===== src/rtl/osd_pkg.sv =====
`default_nettype none
// ============================================================================
// Module      : osd_pkg
// Description : Shared constants and helpers for the OSD time base.
// Revision    : 1.0 - initial release
// ============================================================================
package osd_pkg;

    localparam int c_CNT_W    = 16;
    localparam int c_DIV_INIT = 1;

    // Width of a channel-select field; never zero, even for a single channel.
    function automatic int sel_w(input int n);
        return (n <= 1) ? 1 : $clog2(n);
    endfunction

endpackage
`default_nettype wire


===== src/rtl/osd_tb_channel.sv =====
`default_nettype none
// ============================================================================
// Module      : osd_tb_channel
// Description : One time-base slice: reloading down-counter, tick and toggle.
// Revision    : 1.0 - initial release
// ============================================================================
module osd_tb_channel
    import osd_pkg::*;
#(
    parameter int CNT_W    = c_CNT_W,
    parameter int DIV_INIT = c_DIV_INIT
) (
    input  logic             clk,
    input  logic             start,
    input  logic             step,
    input  logic             sync,
    input  logic [CNT_W-1:0] div,
    output logic             tick,
    output logic             clk_out
);

    logic [CNT_W-1:0] r_cnt_q;
    logic [CNT_W-1:0] w_cnt_d;
    logic             r_tick_q;
    logic             w_tick_d;
    logic             r_clk_out_q;
    logic             w_clk_out_d;

    // Sync outranks stepping; decrement only when non-zero, so no underflow.
    always_comb begin
        w_cnt_d     = r_cnt_q;
        w_tick_d    = 1'b0;
        w_clk_out_d = r_clk_out_q;
        if (sync) begin
            w_cnt_d     = div;
            w_clk_out_d = 1'b0;
        end else if (step) begin
            if (r_cnt_q == '0) begin
                w_cnt_d     = div;
                w_tick_d    = 1'b1;
                w_clk_out_d = ~r_clk_out_q;
            end else begin
                w_cnt_d = r_cnt_q - 1'b1;
            end
        end
    end

    always_ff @(posedge clk) begin
        if (start) begin
            r_cnt_q     <= CNT_W'(DIV_INIT);
            r_tick_q    <= 1'b0;
            r_clk_out_q <= 1'b0;
        end else begin
            r_cnt_q     <= w_cnt_d;
            r_tick_q    <= w_tick_d;
            r_clk_out_q <= w_clk_out_d;
        end
    end

    assign tick    = r_tick_q;
    assign clk_out = r_clk_out_q;

endmodule
`default_nettype wire


===== src/rtl/osd_time_base_multi.sv =====
`default_nettype none
// ============================================================================
// Module      : osd_time_base_multi
// Description : NUM_CH programmable tick/square time bases with cascade.
// Revision    : 1.0 - initial release
// ============================================================================
module osd_time_base_multi
    import osd_pkg::*;
#(
    parameter int NUM_CH   = 4,
    parameter int CNT_W    = c_CNT_W,
    parameter int DIV_INIT = c_DIV_INIT
) (
    input  logic                      clk,
    input  logic                      start,
    input  logic                      enable,
    input  logic                      sync,
    input  logic                      div_we,
    input  logic [sel_w(NUM_CH)-1:0]  div_sel,
    input  logic [CNT_W-1:0]          div_val,
    input  logic                      div_casc,
    output logic [NUM_CH-1:0]         tick,
    output logic [NUM_CH-1:0]         clk_out
);

    logic [CNT_W-1:0]  r_div_q  [NUM_CH];
    logic [CNT_W-1:0]  w_div_d  [NUM_CH];
    logic [CNT_W-1:0]  w_ch_div [NUM_CH];
    logic [NUM_CH-1:0] r_casc_q;
    logic [NUM_CH-1:0] w_casc_d;
    logic [NUM_CH-1:0] w_wr_hit;
    logic [NUM_CH-1:0] w_tick_lo;
    logic [NUM_CH-1:0] w_step;

    // Out-of-range selects match no channel, so such writes simply vanish.
    always_comb begin
        w_wr_hit  = '0;
        w_casc_d  = r_casc_q;
        w_tick_lo = '0;
        for (int i = 0; i < NUM_CH; i++) begin
            w_wr_hit[i] = div_we && (int'(div_sel) == i);
            w_div_d[i]  = w_wr_hit[i] ? div_val : r_div_q[i];
            if (w_wr_hit[i]) begin
                w_casc_d[i] = (i != 0) && div_casc;
            end
            // A running reload keeps the old divider; only sync sees the new one.
            w_ch_div[i] = (sync && w_wr_hit[i]) ? div_val : r_div_q[i];
        end
        for (int i = 1; i < NUM_CH; i++) begin
            w_tick_lo[i] = tick[i-1];
        end
        w_step = {NUM_CH{enable}} & (~r_casc_q | w_tick_lo);
    end

    always_ff @(posedge clk) begin
        if (start) begin
            for (int i = 0; i < NUM_CH; i++) begin
                r_div_q[i] <= CNT_W'(DIV_INIT);
            end
            r_casc_q <= '0;
        end else begin
            r_div_q  <= w_div_d;
            r_casc_q <= w_casc_d;
        end
    end

    for (genvar g = 0; g < NUM_CH; g++) begin : g_ch
        osd_tb_channel #(
            .CNT_W    (CNT_W),
            .DIV_INIT (DIV_INIT)
        ) u_ch (
            .clk     (clk),
            .start   (start),
            .step    (w_step[g]),
            .sync    (sync),
            .div     (w_ch_div[g]),
            .tick    (tick[g]),
            .clk_out (clk_out[g])
        );
    end

endmodule
`default_nettype wire


===== config.mk =====
export PLATFORM = sky130hd
export DESIGN_NAME = osd_time_base_multi
export DESIGN_NICKNAME = d
export VERILOG_FILES = /design/src/rtl/osd_pkg.sv /design/src/rtl/osd_tb_channel.sv /design/src/rtl/osd_time_base_multi.sv
export SDC_FILE = /design/constraint.sdc
export NUM_CORES = 1
export LEC_CHECK = 0
export ABC_AREA = 1
export CORE_MARGIN = 2
export CORE_UTILIZATION = 65
export DETAILED_ROUTE_END_ITERATION = 10
export DONT_BUFFER_PORTS = 1
export PLACE_DENSITY = 0.87
export SLEW_MARGIN = 30
export SYNTH_ARGS = -nofsm -noshare
export SYNTH_HDL_FRONTEND = slang
export SYNTH_HIERARCHICAL = 1
export SYNTH_SLANG_ARGS = --single-unit

===== constraint.sdc =====
create_clock -name clk -period 2.4 [get_ports clk]
set_clock_uncertainty 0.1 [all_clocks]
set_input_delay 0.36 -clock clk [delete_from_list [all_inputs] [get_ports clk]]
set_output_delay 0.36 -clock clk [all_outputs]
set_load 0.01 [all_outputs]

==> results of run 1 <==
through the flow:
step	power, mW	setup slack, ns	cell area (sq um)
2_1_floorplan	3.66	0.850	9070
3_3_place_gp	3.73	0.583	8840
3_5_place_dp	3.76	0.496	8840
4_1_cts	6.74	0.522	9720
5_1_grt	7.04	0.268	9720
6_report	6.76	0.448	9720
area by class of cell:
cell class                 instances  area (sq um)
multi-input combinational       1086          5060
fill                            1188          4060
sequential                       139          2780
inverter                         195           732
antenna                            1          2.50
clock buffer                      21           460
timing repair buffer              25           263
tap                              180           225
clock inverter                    11           191
layout by cell type, fill, tap and decap left out, drive strengths merged:
cell,count
xnor2,8
inv,195
o21ai,71
nor2,240
clkinv,3
diode,1
nor3,10
nand3,108
nand4,29
clkbuf,21
nor3b,4
ha,8
dlygate4sd3,20
a21oi,75
nand2,513
dfxtp,139
bufinv,5
buf,5
xor2,20
clkinvlp,3
power breakdown:
part           internal (mW)  leakage, nW  switching [mW]
Clock                   1.90        0.309            1.03
Combinational          0.428         3.46           0.778
Sequential              2.46         1.14           0.160
registers in the layout, indices dropped and copies added, names as in the netlist:
| register | cells |
|---|---|
| g_ch.u_ch/r_cnt_q | 64 |
| r_div_q | 64 |
| r_casc_q | 3 |
| g_ch.u_ch/tick | 4 |
| g_ch.u_ch/clk_out | 4 |
per-layer routing:
| metal | wire (microns) | vias to the layer above | track usage, % | part of all wire [%] |
|---|---|---|---|---|
| li1 | - | 4528 | - | - |
| met1 | 10100 | 4089 | 44.1 | 41 |
| met2 | 11200 | 371 | 54.1 | 46 |
| met3 | 2440 | 67 | 8.38 | 10 |
| met4 | 694 | 0 | 13.1 | 2.8 |
| met5 | 0 | - | 0 | 0 |
worst paths after layout:
check | cells past startpoint | slack, ns | from | to
min | 2 | 0.02 | div_we | r_div_q[57]$_SDFFE_PP0P_
max reg2reg | 7 | 0.45 | g_ch[2].u_ch/tick$_SDFF_PP0_ | g_ch[3].u_ch/r_cnt_q[12]$_SDFFE_PP0P_
min reg2reg | 2 | 0.36 | r_div_q[48]$_SDFFE_PP1P_ | r_div_q[48]$_SDFFE_PP1P_
max | 7 | 0.45 | g_ch[2].u_ch/tick$_SDFF_PP0_ | g_ch[3].u_ch/r_cnt_q[12]$_SDFFE_PP0P_
logic make-up (layout without fill, tap and decap cells):
| kind of cell | after synthesis | in the layout | synth area share (%) |
|---|---|---|---|
| xor gates and xnor gates | 28 | 28 | 2.70 |
| DFF | 139 | 139 | 30.7 |
| other | 0 | 1 | 0 |
| adders and majority gates | 8 | 8 | 1.10 |
| AOI/OAI and AO/OA | 146 | 146 | 8.05 |
| buffers and inverters | 273 | 252 | 13.6 |
| and+or+nand+nor | 904 | 904 | 43.9 |
==> reports/results.tsv, run 1 <==
stage	metric	value	unit
cts	root buf cell	clkbuf_16	
drt	Routed Wire Length	24500	microns
cts	H-tree depth	4	
die	die area	14900	sq um
finish	share of cells above drive strength 1	7.18	%
drt	Initial DRT Pass Iterations	6	
die	Core Region	13800	sq um
critical_path	critical path, cell by cell	nor2_1, nor2_1, nor2_2, inv_1, nand2_1, a21oi_1, nor2_1	
flow_run	max cap viols	0	
timing	Tcrit/Tclk final	81.3	%
cts	cts hold-fix bufs	21	
place	Inst Count DP	1604	
timing	max-slew violations	0	
finish	final net count	1496	
power	worst vdd ir	0.549	mV
critical_path	most frequent cell on the critical path	nor2_1	
critical_path	Worst EP required	2.62	ns
die	Die Wd	122	microns
critical_path	endpoint type of the worst setup path	flop	
yosys	Yosys top cell by area	dfxtp_1	
critical_path	CP bufs+invs	1	
timing	slew of the pin with the lowest slew margin	0.677	ns
cts	CTS resizes	0	
die	Initial Util	65.9	%
min_path	worst hold path type	in -> reg	
timing	Final min period	1.95	ns
cts	CTS tree	yes	
cts	total CTS buffers	17	
critical_path	max incr delay on CP	0.51	ns
global_route	Total GRT Usage	33.9	%
global_route	number of global-route vias before repair	7979	
place	IO buf count	0	
yosys	most frequent cell after synthesis	nand2_1	
yosys	Post-synth EDFFs	0	
yosys	Yosys reg bits	139	
critical_path	Arrival @ worst endpoint	2.17	ns
drt	DRC viols	0	
timing	# setup viols final	0	
yosys	share of the synthesized area in the top cell type	30.7	%
critical_path	CP delay by family, top	simple AND/OR/NAND/NOR gates	
global_route	global-route wire length before repair	39200	microns
yosys	asr flop ratio synth	0	%
finish	Post-Layout Cell Count	1658	
timing	Slew headroom	54.8	%
drt	vias per inst	5.46	
yosys	synth top area cells	dfxtp_1 (31%), nand2_1 (21%), nor2_1 (8.3%)	
critical_path	CP Max Fanout	24	
drt	number of DRC markers in iteration 0	1083	
timing	hold slack final	0.0192	ns
outcome	outcome	finished, final reports clean	
yosys	sequential share of the synthesized area	30.7	%
yosys	top post-synthesis cells by count	nand2_1 (499), nor2_1 (201), inv_1 (190)	
critical_path	critical path type	reg -> reg	
yosys	Cells after Synth	1498	
cts	TritonCTS Sinks	139	
global_route	pin count of the biggest net entering global routing	62	
timing	setup TNS	0	ns
finish	P&R area growth vs syn	7.10	%
cts	Clk Latency, worst-skew pair	0.43	ns
yosys	average footprint of a synthesized cell	6.06	sq um
timing	Max Fclk	0.512	GHz
critical_path	Worst path slowest cell	inv_1	
power	pwr/cell area	695	nW/um^2
yosys	Synth Flop Type	dfxtp_1	
drt	drt wl/cell	14.8	microns
cts	Setup Buffers After CTS	0	
finish	post-layout util	70.6	%
critical_path	crit path launch type	flop	
place	DP HPWL	14200	microns
cts	Clock Path Buffers	2	
drt	Antenna Violating Nets Remaining	0	
timing	Hold Vio Cnt, Final	0	
die	DIE HEIGHT	122	microns
timing	RSZ-0062 raised after global routing	no	
yosys	yosys warns	6	
yosys	Mapped Area	9070	sq um
global_route	gr ovfl total	0	
die	row cnt	43	
drt	DR vias	9055	
power	Leakage	4.91	nW
die	I/O pins	32	
cts	Clock transition at path regs	0.06	ns
yosys	Syn Nets	1530	
place	GP Congestion	0.918	
global_route	initial antenna violation count	1	
yosys	Yosys cell types	30	
(Power assumes the default switching activity.)
==> run 2, diff against run 1 <==
- CORE_UTILIZATION: 65 -> 59
- PLACE_DENSITY: 0.87 -> 0.84
- clock period: 2.4 -> 1.72 ns (I/O delays scaled with it)
==> reports/results.tsv, run 2 (same netlist as run 1, synthesis figures left out) <==
stage	metric	value	unit
drt	DR vias	9285	
cts	root buf cell	clkbuf_16	
outcome	outcome	finished, final reports clean	
place	IO buf count	0	
drt	Routed Wire Length	25700	microns
critical_path	crit path launch type	flop	
power	Leakage	5.07	nW
global_route	initial antenna violation count	0	
drt	DRC viols	0	
cts	total CTS buffers	17	
finish	commonest non-fill, non-tap cell in the layout	nand2_1	
cts	Clk Latency, worst-skew pair	0.42	ns
finish	Fillers	1368	
power	Cell Int Power	6.30	mW
timing	max-slew violations	0	
critical_path	CP Max Fanout	10	
timing	post-route worst setup slack	0.108	ns
critical_path	Arrival @ worst endpoint	1.82	ns
global_route	gr ovfl total	0	
drt	Initial DRT Pass Iterations	5	
power	pwr/cell area	904	nW/um^2
place	Post-Place Worst Slack	0.0596	ns
cts	Clock transition at path regs	0.06	ns
power	combinational power share	20.2	%
timing	Tcrit/Tclk final	93.7	%
timing	Final min period	1.61	ns
finish	Post-Layout Cell Count	1701	
power	Switching Share	30.6	%
critical_path	most frequent cell on the critical path	nand2_1	
critical_path	max incr delay on CP	0.33	ns
cts	CTS tree	yes	
timing	slew of the pin with the lowest slew margin	0.664	ns
finish	P&R area growth vs syn	10.5	%
global_route	global-route wire length before repair	40700	microns
power	net switching power	2.77	mW
global_route	number of global-route vias before repair	8094	
die	I/O pins	32	
die	row cnt	45	
cts	Clock Path Buffers	2	
critical_path	critical path type	reg -> reg	
global_route	Total GRT Usage	31.3	%
power	worst vdd ir	0.786	mV
finish	post-layout util	66.5	%
critical_path	critical path, cell by cell	inv_1, ha_1, nand2_1, nor2_2, nand3_4, buf_4, nand2_4, nand2_1, nand3_1, a21oi_1	
finish	share of cells above drive strength 1	9.85	%
die	Die Wd	128	microns
drt	vias per inst	5.46	
timing	RSZ-0062 raised after global routing	yes	
finish	commonest non-fill, non-tap cells in the layout	nand2_1 (499), nor2_1 (194), inv_1 (189)	
die	DIE HEIGHT	128	microns
critical_path	endpoint type of the worst setup path	flop	
place	GP Congestion	0.927	
power	Clk pwr share	39.5	%
critical_path	Worst path slowest cell	dfxtp_2	
timing	# setup viols final	0	
timing	Slew headroom	55.7	%
critical_path	Worst EP required	1.93	ns
place	Inst Count DP	1638	
power	Reg power frac	40.3	%
timing	Max Fclk	0.620	GHz
drt	Antenna Violating Nets Remaining	0	
die	die area	16400	sq um
flow_run	max cap viols	0	
timing	Hold Vio Cnt, Final	0	
die	Initial Util	60.1	%
cts	H-tree depth	4	
place	DP HPWL	14800	microns
timing	setup TNS	0	ns
drt	drt wl/cell	15.1	microns
finish	Diodes inserted	0	
cts	TritonCTS Sinks	139	
finish	final net count	1534	
min_path	worst hold path type	in -> reg	
global_route	pin count of the biggest net entering global routing	62	
drt	number of DRC markers in iteration 0	1076	
finish	largest registers	g_ch.u_ch/r_cnt_q: 64 flops, r_div_q: 64 flops	
die	Core Region	15100	sq um
[run 2: changes by cell type in the layout (fill, tap and decap cells not counted), sizes merged]
cell and change:
diode -1, dlygate4sd3 +1, bufinv -3, nor2 +1
dlymetal6s4s +1, buf +33, clkinv +1, clkbuf +1
nand2 +2, clkinvlp -1
[run 2: metal layers]
metal	track usage (%)	vias up	wire length [microns]
met3	6.80	65	2350
met1	41.3	4179	10800
met4	9.37	0	674
met5	0	-	0
met2	51.7	423	11900
li1	-	4618	-
[run 2: worst paths after layout]
check	start	to	slack [ns]	cells after the start
max	g_ch[2].u_ch/r_cnt_q[0]$_SDFFE_PP1P_	g_ch[2].u_ch/r_cnt_q[13]$_SDFFE_PP0P_	0.11	10
min	div_sel[1]	r_div_q[0]$_SDFFE_PP1P_	0.02	4
max reg2reg	g_ch[2].u_ch/r_cnt_q[0]$_SDFFE_PP1P_	g_ch[2].u_ch/r_cnt_q[13]$_SDFFE_PP0P_	0.11	10
min reg2reg	r_div_q[48]$_SDFFE_PP1P_	r_div_q[48]$_SDFFE_PP1P_	0.37	2
[run 2: area by class of cell]
cell class / count / area (sq um) / share of cell area (%)
sequential: 139 / 2780 / 27.8
timing repair buffer: 60 / 543 / 5.41
tap: 188 / 235 / 2.35
multi-input combinational: 1089 / 5180 / 51.6
inverter: 195 / 732 / 7.30
clock inverter: 8 / 95.1 / 0.948
clock buffer: 22 / 464 / 4.63
[run 2: critical path: cells and delay by family (launching register included)]
| kind | cells | cell delay, ns |
|---|---|---|
| flip-flops | 1 | 0.33 |
| AO/OA/AOI/OAI | 1 | 0.06 |
| adder cells (fa/ha/maj) | 1 | 0.14 |
| buffers and inverters | 2 | 0.26 |
| AND/OR/NAND/NOR | 6 | 0.60 |
[run 2: timing repair]
action | in CTS | in global routing
endpoints found under the setup margin | 0 | 52
hold buffers | 23 | 1
hold endpoints to repair | 100 | 2
buffers inserted | 0 | 6
resized for setup | 0 | 20
[run 2: per-stage QoR]
step,instance area (sq um),power (mW),hold WS (ns)
5_1_grt,10000,9.51,0.0312
3_3_place_gp,9060,5.27,0.234
3_5_place_dp,9060,5.32,0.235
4_1_cts,9860,8.99,-0.0134
2_1_floorplan,9070,5.11,0.293
6_report,10000,9.07,0.0186
[run 2: power by group through the flow]
stage          clock network [mW]  logic, mW  registers [mW]
6_report                     3.58       1.84            3.65
5_1_grt                      3.77       2.06            3.68
4_1_cts                      3.60       1.75            3.64
3_5_place_dp                    0       1.61            3.71
3_3_place_gp                    0       1.57            3.70
2_1_floorplan                   0       1.44            3.67
